File: config.mk
export PLATFORM = sky130hd
export DESIGN_NAME = bram_sdp_read_streamer
export DESIGN_NICKNAME = d
export VERILOG_FILES = /design/src/rtl/bram_stream_pkg.sv /design/src/rtl/bram_sdp_read_streamer_skid_fifo2.sv /design/src/rtl/bram_sdp_read_streamer.sv
export SDC_FILE = /design/constraint.sdc
export NUM_CORES = 1
export LEC_CHECK = 0
export BUFFER_PORTS_ARGS = -buffer_cell sky130_fd_sc_hd__clkbuf_2
export CAP_MARGIN = 30
export CORE_MARGIN = 3
export CORE_UTILIZATION = 57
export CTS_CLUSTER_SIZE = 8
export DETAILED_ROUTE_END_ITERATION = 12
export PLACE_DENSITY = 0.79
export SLEW_MARGIN = 20
export SYNTH_ARGS = -nofsm -noshare
export SYNTH_HDL_FRONTEND = slang
export SYNTH_SLANG_ARGS = --single-unit
File: constraint.sdc
create_clock -name clock0 -period 5.02 [get_ports clock0]
set_input_delay 0.502 -clock clock0 [delete_from_list [all_inputs] [get_ports clock0]]
set_output_delay 0.502 -clock clock0 [all_outputs]
set_load 0.02 [all_outputs]
File: src/rtl/bram_stream_pkg.sv
// Shared types and constants for the BRAM SDP read streamer.
package bram_stream_pkg;

  typedef enum logic [1:0] {IDLE, RUN, DRAIN, FIN} state_e;

  localparam int FIFO_DEPTH   = 2;
  localparam int READ_LATENCY = 1;

endpackage

File: src/rtl/bram_sdp_read_streamer_skid_fifo2.sv
// Two-entry first-word-fall-through FIFO; push and pop may coincide at any occupancy.
module skid_fifo2
  import bram_stream_pkg::*;
#(
  parameter int DATA_WIDTH = 36
) (
  input  logic                  clk_i,
  input  logic                  rst_i,
  input  logic                  push_i,
  input  logic [DATA_WIDTH-1:0] push_data_i,
  input  logic                  pop_i,
  output logic [1:0]            count_o,
  output logic [DATA_WIDTH-1:0] data_o,
  output logic                  valid_o
);

  logic [DATA_WIDTH-1:0] mem_q [FIFO_DEPTH];
  logic                  wr_ptr_q;
  logic                  rd_ptr_q;
  logic [1:0]            count_q;

  always_ff @(posedge clk_i or posedge rst_i) begin
    if (rst_i) begin
      for (int i = 0; i < FIFO_DEPTH; i++) mem_q[i] <= '0;
      wr_ptr_q <= 1'b0;
      rd_ptr_q <= 1'b0;
      count_q  <= 2'd0;
    end else begin
      // When full, the write lands in the slot being popped this same cycle.
      if (push_i) begin
        mem_q[wr_ptr_q] <= push_data_i;
        wr_ptr_q        <= ~wr_ptr_q;
      end
      if (pop_i) rd_ptr_q <= ~rd_ptr_q;
      count_q <= count_q + {1'b0, push_i} - {1'b0, pop_i};
    end
  end

  assign data_o  = mem_q[rd_ptr_q];
  assign valid_o = (count_q != 2'd0);
  assign count_o = count_q;

endmodule

File: src/rtl/bram_sdp_read_streamer.sv
// Burst read sequencer for the BRAM SDP read port: issues REN/RD_ADDR and streams RDATA out.
module bram_sdp_read_streamer
  import bram_stream_pkg::*;
#(
  parameter int ADDR_WIDTH = 10,
  parameter int DATA_WIDTH = 36,
  parameter int LEN_WIDTH  = ADDR_WIDTH + 1
) (
  input  logic                  clock0,
  input  logic                  reset,
  input  logic                  start_i,
  input  logic [ADDR_WIDTH-1:0] base_addr_i,
  input  logic [LEN_WIDTH-1:0]  len_i,
  output logic                  busy_o,
  output logic                  done_o,
  output logic                  ren_o,
  output logic [ADDR_WIDTH-1:0] raddr_o,
  input  logic [DATA_WIDTH-1:0] rdata_i,
  output logic                  m_valid_o,
  output logic [DATA_WIDTH-1:0] m_data_o,
  output logic                  m_last_o,
  input  logic                  m_ready_i
);

  state_e                state_q, state_d;
  logic [ADDR_WIDTH-1:0] base_q;
  logic [ADDR_WIDTH-1:0] raddr_hold_q;
  logic [ADDR_WIDTH-1:0] next_addr;
  logic [LEN_WIDTH-1:0]  len_q;
  logic [LEN_WIDTH-1:0]  len_m1;
  logic [LEN_WIDTH-1:0]  issued_q;
  logic [LEN_WIDTH-1:0]  accepted_q;
  logic                  inflight_q;
  logic                  ren;
  logic                  pop;
  logic                  fifo_valid;
  logic [1:0]            fifo_count;
  logic [2:0]            credit_used;

  assign len_m1    = len_q - LEN_WIDTH'(1);
  assign next_addr = base_q + issued_q[ADDR_WIDTH-1:0];
  assign pop       = fifo_valid & m_ready_i;
  // A word leaving this cycle frees its slot in time for the read issued now.
  assign credit_used = {1'b0, fifo_count} - {2'b0, pop} + {2'b0, inflight_q};

  always_comb begin
    state_d = state_q;
    ren     = 1'b0;
    unique case (state_q)
      IDLE: begin
        if (start_i) state_d = (len_i == '0) ? FIN : RUN;
      end
      RUN: begin
        if ((issued_q < len_q) && (credit_used < 3'(FIFO_DEPTH))) begin
          ren = 1'b1;
          if (issued_q == len_m1) state_d = DRAIN;
        end
      end
      DRAIN: begin
        if (pop && (accepted_q == len_m1)) state_d = FIN;
      end
      FIN: begin
        state_d = IDLE;
      end
      default: state_d = IDLE;
    endcase
  end

  always_ff @(posedge clock0 or posedge reset) begin
    if (reset) begin
      state_q      <= IDLE;
      base_q       <= '0;
      len_q        <= '0;
      issued_q     <= '0;
      accepted_q   <= '0;
      inflight_q   <= 1'b0;
      raddr_hold_q <= '0;
    end else begin
      state_q    <= state_d;
      inflight_q <= ren;
      if (ren) raddr_hold_q <= next_addr;
      if ((state_q == IDLE) && start_i) begin
        base_q     <= base_addr_i;
        len_q      <= len_i;
        issued_q   <= '0;
        accepted_q <= '0;
      end else begin
        if (ren) issued_q <= issued_q + LEN_WIDTH'(1);
        if (pop) accepted_q <= accepted_q + LEN_WIDTH'(1);
      end
    end
  end

  skid_fifo2 #(
    .DATA_WIDTH(DATA_WIDTH)
  ) u_fifo (
    .clk_i       (clock0),
    .rst_i       (reset),
    .push_i      (inflight_q),
    .push_data_i (rdata_i),
    .pop_i       (pop),
    .count_o     (fifo_count),
    .data_o      (m_data_o),
    .valid_o     (fifo_valid)
  );

  assign ren_o     = ren;
  assign raddr_o   = ren ? next_addr : raddr_hold_q;
  assign m_valid_o = fifo_valid;
  assign m_last_o  = fifo_valid & (accepted_q == len_m1);
  assign busy_o    = (state_q == RUN) || (state_q == DRAIN);
  assign done_o    = (state_q == FIN);

endmodule

Word-level counts from Yosys, hierarchy flattened. Index checks and enable logic that the tools add are counted.

RAM bits: 0. Bits of input ports: 61. Output and inout port bits: 51. Latch bits: 0. Flip-flop bits (word level): 132. Word-level logic and storage cells: 70. Memory bits (read-only): 0. Memories kept: 0.

Shift operators: 0. Equal/unequal tests: 9. Multiplexer cells: 19. Bitwise operators: 6. Add/sub/neg operators: 8. Reductions and logical operators: 11. Order comparisons: 5. Multipliers: 0. Div/mod/pow operators: 0.

Operator list (number): $mux 36 (4); $bwmux 72 (1); $mux 11 (4); $demux 36 s1 (1); $add 11x1->11 const B (2); $eq 11x11->1 (2); $logic_not 11->1 (1); $lt 11x11->1 (1); $sub 11x1->11 const B (1); $add 10x10->10 (1); $mux 10 (1); $mux 2 (5); $ne 2x2->1 const B (4); $pmux 2 s4 (1); $reduce_bool 2->1 (3); $eq 2x2->1 const B (2); $ge 2x2->1 const B (2); $logic_and 1x1->1 (4); $not 1->2 (2); $reduce_and 4->1 (1); $add 3x1->3 (1); $lt 3x2->1 const B (1); $sub 2x1->3 (1); $add 2x1->2 (1); 8 further kinds (11).

Depth between registers and ports, before layout. Gate-level depths: netlist (run 1).

Depth in word-level cells: 10. Mapped depth: 18.

Hierarchy. Synthesis (run 1) repeated with hierarchy kept, for this count alone.

Cell total of the unflattened synthesis: 619. Area, all modules: 7254.5 µm².

Modules (own cells, without submodules): bram_sdp_read_streamer (times used 1, area each 3798.6 µm², cells an instance 412); skid_fifo2 (times used 1, area each 3455.8 µm², cells an instance 207).

Least setup slack after synthesis (run 1). No wires, ideal clock.

Kind: register to output. Start: register u_fifo.count_q[1], in the netlist u_fifo.count_o[1]. End: output port raddr_o[4]. Cell stages (with the launch flop): 17. Required time: 4518 ps. Path slack: 997 ps. Arrival: 3521 ps. Path buffers: 2. Cell sequence: dfrtp_1 > inv_1 > nand2_1 > nand2_1 > inv_1 > ha_1 > inv_1 > ha_1 > fa_1 > xnor2_1 > a2111oi_1 > o21ai_1 > clkinv_1 > nand3_2 > buf_6 > clkbuf_1 > o31ai_1.

Word-level cells in the longest chain between the ends: 9.

Ends and longest elaborated chain: start, declared (RTL line bram_sdp_read_streamer_skid_fifo2.sv:20) `logic [1:0] count_q;`; start signal, assigned (RTL line bram_sdp_read_streamer_skid_fifo2.sv:35) `count_q <= count_q + {1'b0, push_i} - {1'b0, pop_i};`; $reduce_bool 2->1 (RTL line bram_sdp_read_streamer_skid_fifo2.sv:40) `assign valid_o = (count_q != 2'd0);`; named net m_valid_o (RTL line bram_sdp_read_streamer.sv:19) `output logic m_valid_o,`; $and 1x1->1 (RTL line bram_sdp_read_streamer.sv:42) `assign pop = fifo_valid & m_ready_i;`; named net pop (RTL line bram_sdp_read_streamer.sv:35) `logic pop;`; $sub 2x1->3 (RTL line bram_sdp_read_streamer.sv:44) `assign credit_used = {1'b0, fifo_count} - {2'b0, pop} + {2'b0, inflight_q};`; $add 3x1->3 (RTL line bram_sdp_read_streamer.sv:44); $lt 3x2->1 (RTL line bram_sdp_read_streamer.sv:54) `if ((issued_q < len_q) && (credit_used < 3'(FIFO_DEPTH))) begin`; $logic_and 1x1->1 (RTL line bram_sdp_read_streamer.sv:54); $mux 1 (RTL line bram_sdp_read_streamer.sv:54); $mux 1 (RTL line bram_sdp_read_streamer.sv:49) `unique case (state_q)`; $mux 10; end, declared (RTL line bram_sdp_read_streamer.sv:17) `output logic [ADDR_WIDTH-1:0] raddr_o,`.

The timed path passes the listed nets, and every way through them passes these cells.

Worst setup path in the final report (run 1).
Start: register u_fifo.count_q[1], in the netlist u_fifo.count_o[1]. End: output port raddr_o[9].

Word-level cells in the longest chain between the ends: 9.

Ends and longest elaborated chain (RTL line): $reduce_bool 2->1 (bram_sdp_read_streamer_skid_fifo2.sv:40); $and 1x1->1 (bram_sdp_read_streamer.sv:42); named net pop (bram_sdp_read_streamer.sv:35); $sub 2x1->3 (bram_sdp_read_streamer.sv:44); $add 3x1->3 (bram_sdp_read_streamer.sv:44); $lt 3x2->1 (bram_sdp_read_streamer.sv:54); $logic_and 1x1->1 (bram_sdp_read_streamer.sv:54); $mux 1 (bram_sdp_read_streamer.sv:54); $mux 1 (bram_sdp_read_streamer.sv:49); $mux 10.

The timed path passes the listed nets, and every way through them passes these cells.

==> results of run 1 <==
-- timing repair --
item                                   CTS  global route
setup endpoints to repair                0             9
buffers inserted                         0             0
endpoints found under the hold margin    0             0
resized for setup                        0             1
-- path summary, 6_finish.rpt --
| path | endpoint | slack, ns | cells past startpoint |
|---|---|---|---|
| min in group clock0 | base_q[6] | 0.27 | 3 |
| worst min-delay path | u_fifo.mem_q[41] | 0.14 | 2 |
| max in group asynchronous | issued_q[7] | 3.63 | 4 |
| worst min register to register | u_fifo.rd_ptr_q | 0.47 | 1 |
| worst max-delay path | raddr_o[9] | 0.50 | 16 |
| worst max register to register | issued_q[5] | 1.28 | 15 |
-- through the flow --
stage,setup slack (ns),area [µm²]
5_1_grt,0.114,8350
2_1_floorplan,0.992,7000
6_report,0.500,8350
4_1_cts,0.245,8340
3_3_place_gp,0.900,7670
3_5_place_dp,0.755,7720
-- registers in the layout, indices dropped and copies added, names as in the netlist --
register         count
base_q              10
issued_q            11
len_q               11
u_fifo.wr_ptr_q      1
u_fifo.mem_q        72
raddr_hold_q        10
u_fifo.rd_ptr_q      1
u_fifo.count_o       2
accepted_q          11
inflight_q           1
state_q              2
-- metal layers --
metal,up-vias,GRT usage [%],part of all wire (%)
met2,159,40.6,51
met3,49,6.79,5.2
met4,0,11.6,3.4
met1,2595,30.8,41
li1,2449,-,-
met5,-,0,0
-- worst max-delay path: stages (launching register included) --
cell                        delay, ns
sky130_fd_sc_hd__dfrtp_1         0.39
sky130_fd_sc_hd__inv_1           0.13
sky130_fd_sc_hd__nand2_1         0.08
sky130_fd_sc_hd__nand2_1         0.20
sky130_fd_sc_hd__inv_1           0.15
sky130_fd_sc_hd__ha_1            0.31
sky130_fd_sc_hd__inv_1           0.04
sky130_fd_sc_hd__ha_1            0.18
sky130_fd_sc_hd__fa_1            0.37
sky130_fd_sc_hd__xnor2_1         0.13
sky130_fd_sc_hd__a2111oi_1       0.38
sky130_fd_sc_hd__o21ai_1         0.17
sky130_fd_sc_hd__clkinv_1        0.11
sky130_fd_sc_hd__nand3_4         0.26
sky130_fd_sc_hd__inv_1           0.17
sky130_fd_sc_hd__mux2_2          0.37
sky130_fd_sc_hd__clkbuf_2        0.16
-- where the power goes --
group / switching, mW / total, mW / internal (mW)
Sequential: 0.264 / 1.72 / 1.46
Combinational: 1.17 / 2.13 / 0.958
Clock: 0.467 / 1.31 / 0.845
Total: 1.90 / 5.17 / 3.26
-- cell families after synthesis --
kind of cell    Yosys count
mux                     111
xor+xnor                 44
flops                   132
simple gates            173
compound gates           88
fa+ha+maj                32
buf+inv                  54
-- cell usage in the layout, fill, tap and decap left out, types with 7 or more instances in the layout --
cell type,synthesis,layout
sky130_fd_sc_hd__a211oi_1,7,7
sky130_fd_sc_hd__a21oi_1,19,19
sky130_fd_sc_hd__and3_1,9,9
sky130_fd_sc_hd__clkbuf_16,0,17
sky130_fd_sc_hd__clkbuf_2,1,111
sky130_fd_sc_hd__dfrtp_1,132,132
sky130_fd_sc_hd__ha_1,30,30
sky130_fd_sc_hd__inv_1,26,25
sky130_fd_sc_hd__mux2_2,110,110
sky130_fd_sc_hd__nand2_1,88,88
sky130_fd_sc_hd__nor2_1,20,20
sky130_fd_sc_hd__nor3_1,8,8
sky130_fd_sc_hd__o21ai_0,31,31
sky130_fd_sc_hd__xnor2_1,21,21
sky130_fd_sc_hd__xor2_1,23,23
-- final cells by class --
type	instances	share of cell area (%)
inverters	27	1.24
well taps	143	2.14
clock buffers	20	5.35
multi-input cells	448	41.9
flip-flops and latches	132	39.6
repair buffers	119	7.70
clock inverters	12	2.13
==> impl_metrics.yaml, run 1 <==
floorplan:
  die_y_um: 117
  chipWidth_um: 117
  fp.coreArea_um2: 11700
  initial_core_utilization_pct: 59.8
  floorplan.die_area_um2: 13700
  row_count: 39
  pin_count: 112
yosys:
  synth-edff-count: 0
  synth_cells: 634
  synth-seq-cells: 132
  netlist_area_um2: 7000
  avgSynthCellArea_um2: 11.0
  fraction_of_synthesized_cell_area_in_xor_and_xnor_cells_pct: 5.50
  synth_warnings: 0
  largest_family_of_logic_cells_by_synthesized_area: "multiplexers"
  synth-compound-area-share_pct: 8.00
  sequential_fraction_of_the_synthesis_area_pct: 47.2
  postSynthNetCount: 727
  synth_top_cells_by_count: "132 x sky130_fd_sc_hd__dfrtp_1, 110 x sky130_fd_sc_hd__mux2_2, 88 x sky130_fd_sc_hd__nand2_1, 31 x sky130_fd_sc_hd__o21ai_0, 30 x sky130_fd_sc_hd__ha_1"
  yosys.cell_types.count: 60
  synthDominantCellAreaShare_pct: 47.2
  postSynth.asyncResetShare_pct: 100
  yosys-top-cells-area: "sky130_fd_sc_hd__dfrtp_1 47%, sky130_fd_sc_hd__mux2_2 18%, sky130_fd_sc_hd__ha_1 5.4%"
  synth-adder-area-share_pct: 5.93
  netlist.top_cell.by_area: "sky130_fd_sc_hd__dfrtp_1"
  synthSimpleGateAreaFrac_pct: 12.4
  synth_most_common_cell: "sky130_fd_sc_hd__dfrtp_1"
  dominantRegCellSynth: "sky130_fd_sc_hd__dfrtp_1"
  synth_mux_area_share_pct: 17.8
timing:
  min_period_ns: 4.52
  clock_skew_ns: 0.00651
  max_slew.worst_pin.slew_ns: 0.757
  setup_violations: 0
  final_number_of_max_transition_violations: 0
  hold_violations: 0
  timing.fmax_mhz: 221
  slew_headroom_pct: 49.5
  timing.hold.ws_ns: 0.145
  fin_crit_share_pct: 90.0
  rsz0062_at_grt: "false"
  setup_tns_ns: 0
clocking:
  cts_tree: "done"
  max-clock-path-buffers: 2
  clkLatencyLatePin_ns: 0.42
  cts.htree.levels: 4
  sinks_on_the_clock_net: 132
  root_buffer: "sky130_fd_sc_hd__clkbuf_16"
  clk_transition_reported_paths_ns: 0.06
  cts_made_buffers: 17
  cts_hold_repair.buffers: 0
pwr:
  worst_ir_drop_vdd_v: 0.000463
  p_per_area_nw_per_um2: 619
  fin_total_pwr_mw: 5.17
  power.leakage_nw: 3.99
final_layout:
  final_util_pct: 71.3
  areaGrowthSynthToFinish_pct: 19.2
  finish.net_count: 838
  layout.area.seq_um2: 3300
  fillerInstances: 815
  final_layout_size_suffix_gt1_share_pct: 35.9
  final_cells: 901
  multi_input_comb_area_um2: 3490
  insertedDiodeCount: 0
worst_setup_path:
  crit_fanout: 29
  worst_setup_path_startpoint: "u_fifo.count_o[1]"
  crit_path_end_kind: "output pin"
  startpoint_type: "flop"
  crit_arrival_ns: 4.02
  setup.worst_path.class: "flop to output pin"
  cp_required_ns: 4.52
  timing.rr.start: "u_fifo.count_o[1]"
grt:
  grt_usage_pct: 24.8
  grt_pass1_wl_um: 26200
  grt_max_degree: 47
  initial_antenna_violation_count: 0
  grt_overflow: 0
  grt_pass1_vias: 5388
place:
  place_hpwl_um: 11300
  routabilityCongestion: 0.877
  io_buffers: 111
  place_inst: 869
run_status:
  outcome: "finished, final reports clean"
drt:
  dr.pass1.iters: 5
  route.final.wire_length_um: 16100
  post_drt_via_cell_ratio: 5.83
  routed-via-count: 5252
  post_route_ant_nets: 0
  drt-wirelength-per-cell_um: 17.9
  drc: 0
  drtIter0Drc: 276
run:
  max-cap-violations: 0
hold_path:
  min-delay-path-class: "input pin to asynchronous set/reset pin"
Power figures use the tool's default switching activity.
==> run 2: changes to the inputs <==
--- a/config.mk
+++ b/config.mk
@@ -5,6 +5,7 @@
 export SDC_FILE = /design/constraint.sdc
 export NUM_CORES = 1
 export LEC_CHECK = 0
+export ABC_AREA = 1
 export BUFFER_PORTS_ARGS = -buffer_cell sky130_fd_sc_hd__clkbuf_2
 export CAP_MARGIN = 30
 export CORE_MARGIN = 3
==> run 2 against run 1 <==
Synthesized cell count increased by 47%. Design area increased by 0.31%. Global-route usage decreased by 0.29 points. Clock-buffer cell count increased by 1. Clock skew about the same. Non-clock buffer count unchanged. Final cell count increased by 35%. Critical endpoint unchanged. Highest routed layer unchanged.
==> impl_metrics.yaml, run 2 <==
yosys:
  synth_warnings: 0
  postSynthNetCount: 1022
  postSynth.asyncResetShare_pct: 100
  synth_top_cells_by_count: "328 x sky130_fd_sc_hd__nand2_1, 132 x sky130_fd_sc_hd__dfrtp_1, 117 x sky130_fd_sc_hd__o21ai_0, 116 x sky130_fd_sc_hd__inv_1, 48 x sky130_fd_sc_hd__nand3_1"
  yosys.cell_types.count: 32
  sequential_fraction_of_the_synthesis_area_pct: 46.9
  yosys-top-cells-area: "sky130_fd_sc_hd__dfrtp_1 47%, sky130_fd_sc_hd__nand2_1 17%, sky130_fd_sc_hd__o21ai_0 8.3%"
  avgSynthCellArea_um2: 7.59
  dominantRegCellSynth: "sky130_fd_sc_hd__dfrtp_1"
  synth-edff-count: 0
  synth-seq-cells: 132
  netlist_area_um2: 7050
  netlist.top_cell.by_area: "sky130_fd_sc_hd__dfrtp_1"
  synthDominantCellAreaShare_pct: 46.9
  synth_most_common_cell: "sky130_fd_sc_hd__nand2_1"
  synth_cells: 929
final_layout:
  most-common-layout-cells: "327 x sky130_fd_sc_hd__nand2_1, 132 x sky130_fd_sc_hd__dfrtp_1, 117 x sky130_fd_sc_hd__o21ai_0"
  areaGrowthSynthToFinish_pct: 18.8
  flip_flop_count_of_the_largest_register_all_copies_and_words_added: 72
  final_layout_size_suffix_gt1_share_pct: 16.0
  leading_cell_type_in_the_layout_fill_and_taps_excluded: "sky130_fd_sc_hd__nand2_1"
  finish.net_count: 1129
  design_area_um2: 8370
  final_util_pct: 71.2
  final_cells: 1213
  insertedDiodeCount: 0
  regMostFlops: "u_fifo.mem_q"
clocking:
  post_cts_buffers: 0
  root_buffer: "sky130_fd_sc_hd__clkbuf_16"
  cts_tree: "done"
  max-clock-path-buffers: 2
  cts_made_buffers: 17
  clk_transition_reported_paths_ns: 0.06
  cts.htree.levels: 4
  sinks_on_the_clock_net: 132
  clkLatencyLatePin_ns: 0.42
  cts_hold_repair.buffers: 0
  cts_resized: 0
worst_setup_path:
  crit_arrival_ns: 3.64
  setup.worst_path.class: "flop to output pin"
  timing.rr.start: "u_fifo.count_o[1]"
  cp_required_ns: 4.52
  reg2reg_depth: 16
  startpoint_type: "flop"
  crit_path_end_kind: "output pin"
  worst_setup_path_startpoint: "u_fifo.count_o[1]"
  crit_fanout: 20
timing:
  timing.hold.ws_ns: 0.0269
  max_slew.worst_pin.slew_ns: 0.784
  min_period_ns: 4.14
  final_number_of_max_transition_violations: 0
  clock_skew_ns: 0.00688
  fin_crit_share_pct: 82.4
  rsz0062_at_grt: "false"
  setup_tns_ns: 0
  slew_headroom_pct: 47.7
  hold_violations: 0
  setup_slack_ns: 0.881
  setup_violations: 0
  timing.fmax_mhz: 242
drt:
  drtIter0Drc: 577
  route.final.wire_length_um: 15800
  dr.pass1.iters: 5
  drt-wirelength-per-cell_um: 13.0
  drc: 0
  post_route_ant_nets: 0
  post_drt_via_cell_ratio: 5.16
  routed-via-count: 6257
place:
  place_area_um2: 7820
  io_buffers: 111
  place_inst: 1181
  place_hpwl_um: 11000
  routabilityCongestion: 0.902
  post-place-ws_ns: 1.27
run_status:
  outcome: "finished, final reports clean"
floorplan:
  chipWidth_um: 117
  fp.coreArea_um2: 11800
  initial_core_utilization_pct: 60.0
  floorplan.die_area_um2: 13700
  die_y_um: 117
  pin_count: 112
  row_count: 39
grt:
  grt_usage_pct: 24.5
  grt_overflow: 0
  grt_max_degree: 74
  grt_pass1_wl_um: 26500
  initial_antenna_violation_count: 0
  grt_pass1_vias: 5791
run:
  max-cap-violations: 0
hold_path:
  min-delay-path-class: "input pin to asynchronous set/reset pin"
pwr:
  power.leakage_nw: 4.52
  worst_ir_drop_vdd_v: 0.000380
  p_per_area_nw_per_um2: 670
  fin_total_pwr_mw: 5.61
## run 2: cell count changes after synthesis, moves of 9 or more
cell and delta:
sky130_fd_sc_hd__nand3_1 +45, sky130_fd_sc_hd__mux2_2 -110, sky130_fd_sc_hd__and3_1 -9, sky130_fd_sc_hd__nor2_1 +16, sky130_fd_sc_hd__xor2_1 -16, sky130_fd_sc_hd__nand2_1 +240
sky130_fd_sc_hd__o21ai_0 +86, sky130_fd_sc_hd__inv_1 +90, sky130_fd_sc_hd__xnor2_1 -14
## run 2: worst paths after layout
path | endpoint | slack, ns
worst max-delay path | raddr_o[9] | 0.88
worst min-delay path | u_fifo.mem_q[29] | 0.03
worst max register to register | issued_q[9] | 1.63
worst min register to register | u_fifo.mem_q[33] | 0.48
max in group asynchronous | len_q[6] | 3.91
min in group clock0 | base_q[4] | 0.28
## run 2: kinds of logic (layout without fill, tap and decap cells)
kind of cell,after synthesis,after routing,synth area share (%)
flip-flops,132,132,46.9
AO/OA/AOI/OAI,150,150,10.9
buffers and inverters,150,270,8.00
adder cells (fa/ha/maj),32,32,5.89
XOR/XNOR,14,14,1.74
AND/OR/NAND/NOR,451,451,26.6
## run 2: layout make-up
class	count	area, µm²
Clock buffer	21	450
Clock inverter	11	103
Fill cell	1005	3390
Inverter	119	449
Multi-Input combinational cell	647	3190
Sequential cell	132	3300
Tap cell	164	205
Timing Repair Buffer	119	676
## run 2: worst max-delay path: stages, from the launching register on
cell and delay, ns:
sky130_fd_sc_hd__dfrtp_1 0.40, sky130_fd_sc_hd__nor2_1 0.27, sky130_fd_sc_hd__nor2_4 0.11, sky130_fd_sc_hd__ha_1 0.30, sky130_fd_sc_hd__inv_1 0.04, sky130_fd_sc_hd__ha_1 0.18, sky130_fd_sc_hd__fa_1 0.37, sky130_fd_sc_hd__xnor2_1 0.13
sky130_fd_sc_hd__nor2_1 0.08, sky130_fd_sc_hd__inv_1 0.05, sky130_fd_sc_hd__nor2_1 0.12, sky130_fd_sc_hd__nand2_1 0.38, sky130_fd_sc_hd__buf_4 0.33, sky130_fd_sc_hd__o21ai_0 0.24, sky130_fd_sc_hd__clkbuf_2 0.22
## run 2: where the power goes
group | total (mW) | switching [mW] | internal, mW
sequential | 1.84 | 0.316 | 1.53
combinational | 2.61 | 1.72 | 0.890
clock | 1.16 | 0.461 | 0.695
total | 5.61 | 2.49 | 3.11
## run 2: per-layer routing
metal	up-vias	GRT usage, %	wire length, µm
li1	3184	-	-
met2	165	41.1	7600
met1	2879	31.7	7050
met3	29	6.22	830
met5	-	0	0
met4	0	7.03	290
